File: config.mk
export PLATFORM = sky130hd
export DESIGN_NAME = step_motor_sequencer
export DESIGN_NICKNAME = d
export VERILOG_FILES = /design/src/rtl/step_motor_sequencer.sv
export SDC_FILE = /design/constraint.sdc
export NUM_CORES = 1
export LEC_CHECK = 0
export ABC_AREA = 1
export BUFFER_PORTS_ARGS = -buffer_cell sky130_fd_sc_hd__buf_2
export CORE_ASPECT_RATIO = 0.9
export CORE_MARGIN = 4
export CORE_UTILIZATION = 46
export CTS_BUF_LIST = sky130_fd_sc_hd__clkbuf_16
export DETAILED_ROUTE_END_ITERATION = 7
export PLACE_DENSITY = 0.69
export SLEW_MARGIN = 40
export SYNTH_ARGS = -nofsm -noshare
export SYNTH_HDL_FRONTEND = slang
export SYNTH_SLANG_ARGS = --single-unit
File: constraint.sdc
create_clock -name clock -period 3.3 [get_ports clock]
set_input_delay 0.33 -clock clock [delete_from_list [all_inputs] [get_ports clock]]
set_output_delay 0.33 -clock clock [all_outputs]
set_load 0.01 [all_outputs]
File: src/rtl/step_motor_sequencer.sv
// rtl/step_motor_sequencer.sv - bipolar stepper phase sequencer; STEP_MOTOR_HALF_STEP_EN selects the 8-entry half-step table
module step_motor_sequencer #(
  parameter int STEP_W       = 16,
  parameter int PERIOD_W     = 20,
  parameter bit HOLD_DEFAULT = 1'b0
) (
  input  logic                clock,
  input  logic                reset_n,
  input  logic                cmd_valid,
  output logic                cmd_ready,
  input  logic                cmd_dir,
  input  logic [STEP_W-1:0]   cmd_steps,
  input  logic [PERIOD_W-1:0] cmd_period,
  input  logic                cmd_hold,
  input  logic                abort,
  output logic                busy,
  output logic                done,
  output logic [STEP_W-1:0]   steps_remaining,
  output logic                AX,
  output logic                AY,
  output logic                BX,
  output logic                BY,
  output logic                AE,
  output logic                BE
);

`ifdef STEP_MOTOR_HALF_STEP_EN
  localparam int PH_W = 3;
`else
  localparam int PH_W = 2;
`endif

  typedef enum logic [1:0] {
    IDLE = 2'd0,
    RUN  = 2'd1,
    HOLD = 2'd2
  } state_t;

  state_t              state_q, state_d;
  logic [PH_W-1:0]     phase_q, phase_d;
  logic                dir_q, dir_d;
  logic                hold_q, hold_d;
  logic [PERIOD_W-1:0] period_q, period_d;
  logic [PERIOD_W-1:0] cnt_q, cnt_d;
  logic [STEP_W-1:0]   steps_q, steps_d;
  logic                done_q, done_d;
  logic [5:0]          drive_q, drive_d;
  logic [PERIOD_W-1:0] period_clamped;

  // Coil pattern {AX, AY, BX, BY, AE, BE} for a phase index
  function automatic logic [5:0] phase_pattern(input logic [PH_W-1:0] idx);
    logic [5:0] pat;
`ifdef STEP_MOTOR_HALF_STEP_EN
    case (idx)
      3'd0:    pat = 6'b101011;
      3'd1:    pat = 6'b001001;
      3'd2:    pat = 6'b011011;
      3'd3:    pat = 6'b010010;
      3'd4:    pat = 6'b010111;
      3'd5:    pat = 6'b000101;
      3'd6:    pat = 6'b100111;
      default: pat = 6'b100010;
    endcase
`else
    case (idx)
      2'd0:    pat = 6'b101011;
      2'd1:    pat = 6'b011011;
      2'd2:    pat = 6'b010111;
      default: pat = 6'b100111;
    endcase
`endif
    return pat;
  endfunction

  assign period_clamped  = (cmd_period < PERIOD_W'(2)) ? PERIOD_W'(2) : cmd_period;
  // Abort in IDLE/HOLD drops a simultaneous command, so ready falls with abort
  assign cmd_ready       = (state_q != RUN) && !abort;
  assign busy            = (state_q == RUN);
  assign done            = done_q;
  assign steps_remaining = steps_q;
  assign {AX, AY, BX, BY, AE, BE} = drive_q;

  // State and datapath registers; reset clears the drive immediately
  always_ff @(posedge clock or negedge reset_n) begin
    if (!reset_n) begin
      state_q  <= IDLE;
      phase_q  <= '0;
      dir_q    <= 1'b0;
      hold_q   <= HOLD_DEFAULT;
      period_q <= PERIOD_W'(2);
      cnt_q    <= '0;
      steps_q  <= '0;
      done_q   <= 1'b0;
      drive_q  <= '0;
    end else begin
      state_q  <= state_d;
      phase_q  <= phase_d;
      dir_q    <= dir_d;
      hold_q   <= hold_d;
      period_q <= period_d;
      cnt_q    <= cnt_d;
      steps_q  <= steps_d;
      done_q   <= done_d;
      drive_q  <= drive_d;
    end
  end

  // Next-state, step timing and registered coil drive
  always_comb begin
    state_d  = state_q;
    phase_d  = phase_q;
    dir_d    = dir_q;
    hold_d   = hold_q;
    period_d = period_q;
    cnt_d    = cnt_q;
    steps_d  = steps_q;
    done_d   = 1'b0;
    drive_d  = drive_q;

    case (state_q)
      RUN: begin
        if (abort) begin
          done_d  = 1'b1;
          state_d = hold_q ? HOLD : IDLE;
          drive_d = hold_q ? drive_q : 6'd0;
        end else if (cnt_q == '0) begin
          cnt_d   = period_q - PERIOD_W'(1);
          phase_d = dir_q ? (phase_q + PH_W'(1)) : (phase_q - PH_W'(1));
          steps_d = steps_q - STEP_W'(1);
          // The final phase is shown for one cycle even when de-energizing afterwards
          drive_d = phase_pattern(phase_d);
          if (steps_q == STEP_W'(1)) begin
            done_d  = 1'b1;
            state_d = hold_q ? HOLD : IDLE;
          end
        end else begin
          cnt_d = cnt_q - PERIOD_W'(1);
        end
      end

      default: begin
        drive_d = (state_q == HOLD) ? phase_pattern(phase_q) : 6'd0;
        if (abort) begin
          state_d = IDLE;
          drive_d = 6'd0;
        end else if (cmd_valid) begin
          dir_d    = cmd_dir;
          hold_d   = cmd_hold;
          period_d = period_clamped;
          cnt_d    = period_clamped - PERIOD_W'(1);
          steps_d  = cmd_steps;
          if (cmd_steps == '0) begin
            done_d  = 1'b1;
            state_d = cmd_hold ? HOLD : IDLE;
            drive_d = cmd_hold ? phase_pattern(phase_q) : 6'd0;
          end else begin
            state_d = RUN;
            drive_d = phase_pattern(phase_q);
          end
        end
      end
    endcase
  end

endmodule

==> impl_metrics.py <==
metrics = {
    "run_status": {
        "status": "finished, final reports clean",
    },
    "synth": {
        "ys_seq_area_share_pct": 36.9,
        "synth_nets": 691,
        "syn_inst": 638,
        "synth.top_cell.area_share_pct": 36.3,
        "synthTopCellsByCount": "nand2_1, inv_1, nor2_1",
        "ys.flop_type": "dfrtp_1",
        "synthMostInstantiatedCell": "nand2_1",
        "ys_ff_latch": 68,
        "synth-edff-count": 0,
        "async_flop_share_pct": 100,
        "ys_types": 50,
        "netlist_top_cells_area": "dfrtp_1, nand2_1, inv_1",
        "yosysTopAreaCell": "dfrtp_1",
        "syn_avg_cell_area_um2": 7.24,
        "synth_warnings": 0,
        "synth_area_mm2": 0.00462,
    },
    "timing": {
        "relSlewSlack_pct": 45.2,
        "fin_crit_sh_pct": 77.9,
        "finalHoldViolations": 0,
        "tns_ns": 0,
        "report.final.slew_viol_count": 0,
        "finClkSkew_ns": 0.00507,
        "period_needed_ns": 2.57,
        "hold_ws_ns": 0.102,
        "worst_pin_slew_ns": 0.821,
        "finalSetupViolCount": 0,
        "rsz0062_at_grt": "no",
        "max_freq_mhz": 389,
    },
    "floorplan": {
        "io_pins": 67,
        "core_mm2": 0.00974,
        "dieArea_mm2": 0.0117,
        "die_w_um": 114,
        "die_h_um": 103,
        "initial_core_util_pct": 47.4,
        "rows": 34,
    },
    "routing": {
        "drt-pass1-iter-count": 6,
        "drtIter0Drc": 299,
        "detail-route-antenna-nets": 0,
        "vias_per_cell": 5.39,
        "drt_wl_total_um": 12500,
        "drc": 0,
        "avgRoutedWirePerCell_um": 15.0,
        "num_vias": 4480,
    },
    "setup_path": {
        "cp.required_ns": 3.58,
        "r2r-end": "cnt_q[16]",
        "path_max_fanout": 19,
        "crit_path_frequent_cell": "nand2_1",
        "reg2reg_slack_ns": 0.73,
        "start_kind": "flip-flop",
        "cp-end-kind": "flip-flop",
        "regToRegStartpoint": "cnt_q[7]",
        "path_cells": "nor2_1, nand2_2, nor2_8, nand3_4, o21ai_1, nand2_1, and2_4, ha_1, nand3_1, nor2_1, inv_1, nor2_4, nand2_1, nand2_1, nand2_1, nand2_1, nand2_1",
        "cpPeakStageDelay_ns": 0.40,
        "reg2regPathDepth": 17,
        "crit_slowest_cell": "dfrtp_1",
        "critPathKind": "reg2reg",
        "worstPathArrival_ns": 2.85,
    },
    "finish": {
        "syn_to_final_growth_pct": 16.1,
        "drive_above_1_share_pct": 19.6,
        "nFillCells": 946,
        "diodes": 0,
        "num-nets-final": 753,
    },
    "placement": {
        "dp_hpwl_um": 9340,
        "port_buffers": 66,
        "globalplace.congestion": 0.927,
    },
    "global_routing": {
        "grt_overflow_total": 0,
        "grt_pass1_wl_um": 21100,
        "grt_max_degree": 69,
        "antenna_found_initial": 0,
        "grt_usage_pct": 22.6,
        "grt_pass1_vias": 4292,
    },
    "clock_tree": {
        "cts_setup_buffers": 0,
        "clk_latency_ns": 0.33,
        "numCtsBuffers": 9,
        "cts_resized": 0,
        "clockBufferDepth": 2,
        "cts_hold_buf": 0,
        "clock_sinks": 68,
        "clkTransAtPathRegs_ns": 0.06,
        "htreeDepth": 3,
        "cts_root_buf": "clkbuf_16",
        "cts_tree": "built",
    },
    "power": {
        "vdd.ir_drop.worst_mv": 0.372,
        "powerDensity_mw_per_mm2": 595,
        "p_leak_uw": 0.00273,
    },
    "hold_path": {
        "hold_path.class": "in2async",
    },
    "job": {
        "drv_cap": 0,
    },
}
## how the worst max path moves through the flow
stage               depth (start not counted)  startpoint                   to
floorplan                                  13   cnt_q[18]             cnt_q[4]
global placement                           10  state_q[0]  steps_remaining[10]
CTS                                        17    cnt_q[7]            cnt_q[16]
detailed placement                         16    cnt_q[7]            cnt_q[16]
finish                                     17    cnt_q[7]            cnt_q[16]
global route                               16    cnt_q[7]            cnt_q[10]
## routing by layer
metal | share of wire, % | GRT usage (%) | routed length [um] | up-vias
met5 | 0 | 0 | 0 | -
met4 | 1.4 | 6.56 | 173 | 0
met3 | 7.6 | 4.99 | 949 | 13
met2 | 46 | 36.7 | 5780 | 163
met1 | 45 | 30.6 | 5600 | 2125
li1 | - | - | - | 2179
## worst max-delay path: cells and delay by family, from the launching register on
kind	cells	cell delay [ns]
AND/OR/NAND/NOR	14	1.55
flip-flops	1	0.40
AO/OA/AOI/OAI	1	0.21
adder cells (fa/ha/maj)	1	0.19
buffers and inverters	1	0.14
## stage by stage
step | setup slack [ns] | util (%) | std cells | power [uW] | instance area, um2
after CTS | 0.769 | 55.1 | 831 | 3210 | 5360
after floorplan | 1.15 | - | 638 | 1860 | 4620
after global placement | 0.652 | 51.7 | 815 | 2140 | 5040
after global routing | 0.500 | 55.1 | 831 | 3400 | 5360
final | 0.728 | 55.1 | 831 | 3190 | 5360
after detailed placement | 0.784 | 51.8 | 815 | 2170 | 5050
## sequential cells by signal, summed over array words and instances, names as in the netlist
name and cells:
dir_q 1, drive_q 5, hold_q 1, steps_remaining 16, period_q 20, phase_q 2
done 1, state_q 2, cnt_q 20
## power breakdown
part           internal (uW)  total (uW)  switching [uW]
combinational            347         988             640
clock                    657        1030             377
sequential              1030        1170             146
## kinds of logic (layout without fill, tap and decap cells)
group,after synthesis,after routing,synth area share [%]
AO/OA/AOI/OAI,100,100,13.1
XOR/XNOR,9,9,1.71
AND/OR/NAND/NOR,324,324,34.1
buffers and inverters,125,192,11.1
adder cells (fa/ha/maj),11,11,2.98
multiplexers,1,1,0.217
flip-flops,68,68,36.9
## placed cells by master (no fill, tap or decap), types with 2 or more instances in the layout
master	n
o21a_1	3
nand2_1	132
nor4_1	4
xor2_1	8
o211ai_1	6
nand4_1	22
nor2_4	7
inv_2	2
buf_4	6
nand3_2	5
bufinv_16	2
clkinvlp_4	3
o22ai_1	18
inv_1	101
o21ai_0	33
o21ai_1	5
nand3b_1	3
o21bai_1	4
ha_1	11
nor3_1	3
or2_2	2
o221ai_1	3
nand3_1	36
a31oi_1	7
clkbuf_16	9
nand2_4	2
a21oi_1	15
nand2_2	10
nor2_2	12
buf_2	66
dfrtp_1	67
nor2_1	76
nor2_8	3
## area by class of cell
cell class              instances  area [um2]  share of cell area, %
clock buffers                   9         225                   4.20
clock inverters                 7        91.3                   1.70
inverters                     103         387                   7.21
multi-input cells             445        2410                   45.0
flip-flops and latches         68        1700                   31.7
well taps                     126         158                   2.94
repair buffers                 73         387                   7.21
Power figures use the tool's default switching activity.
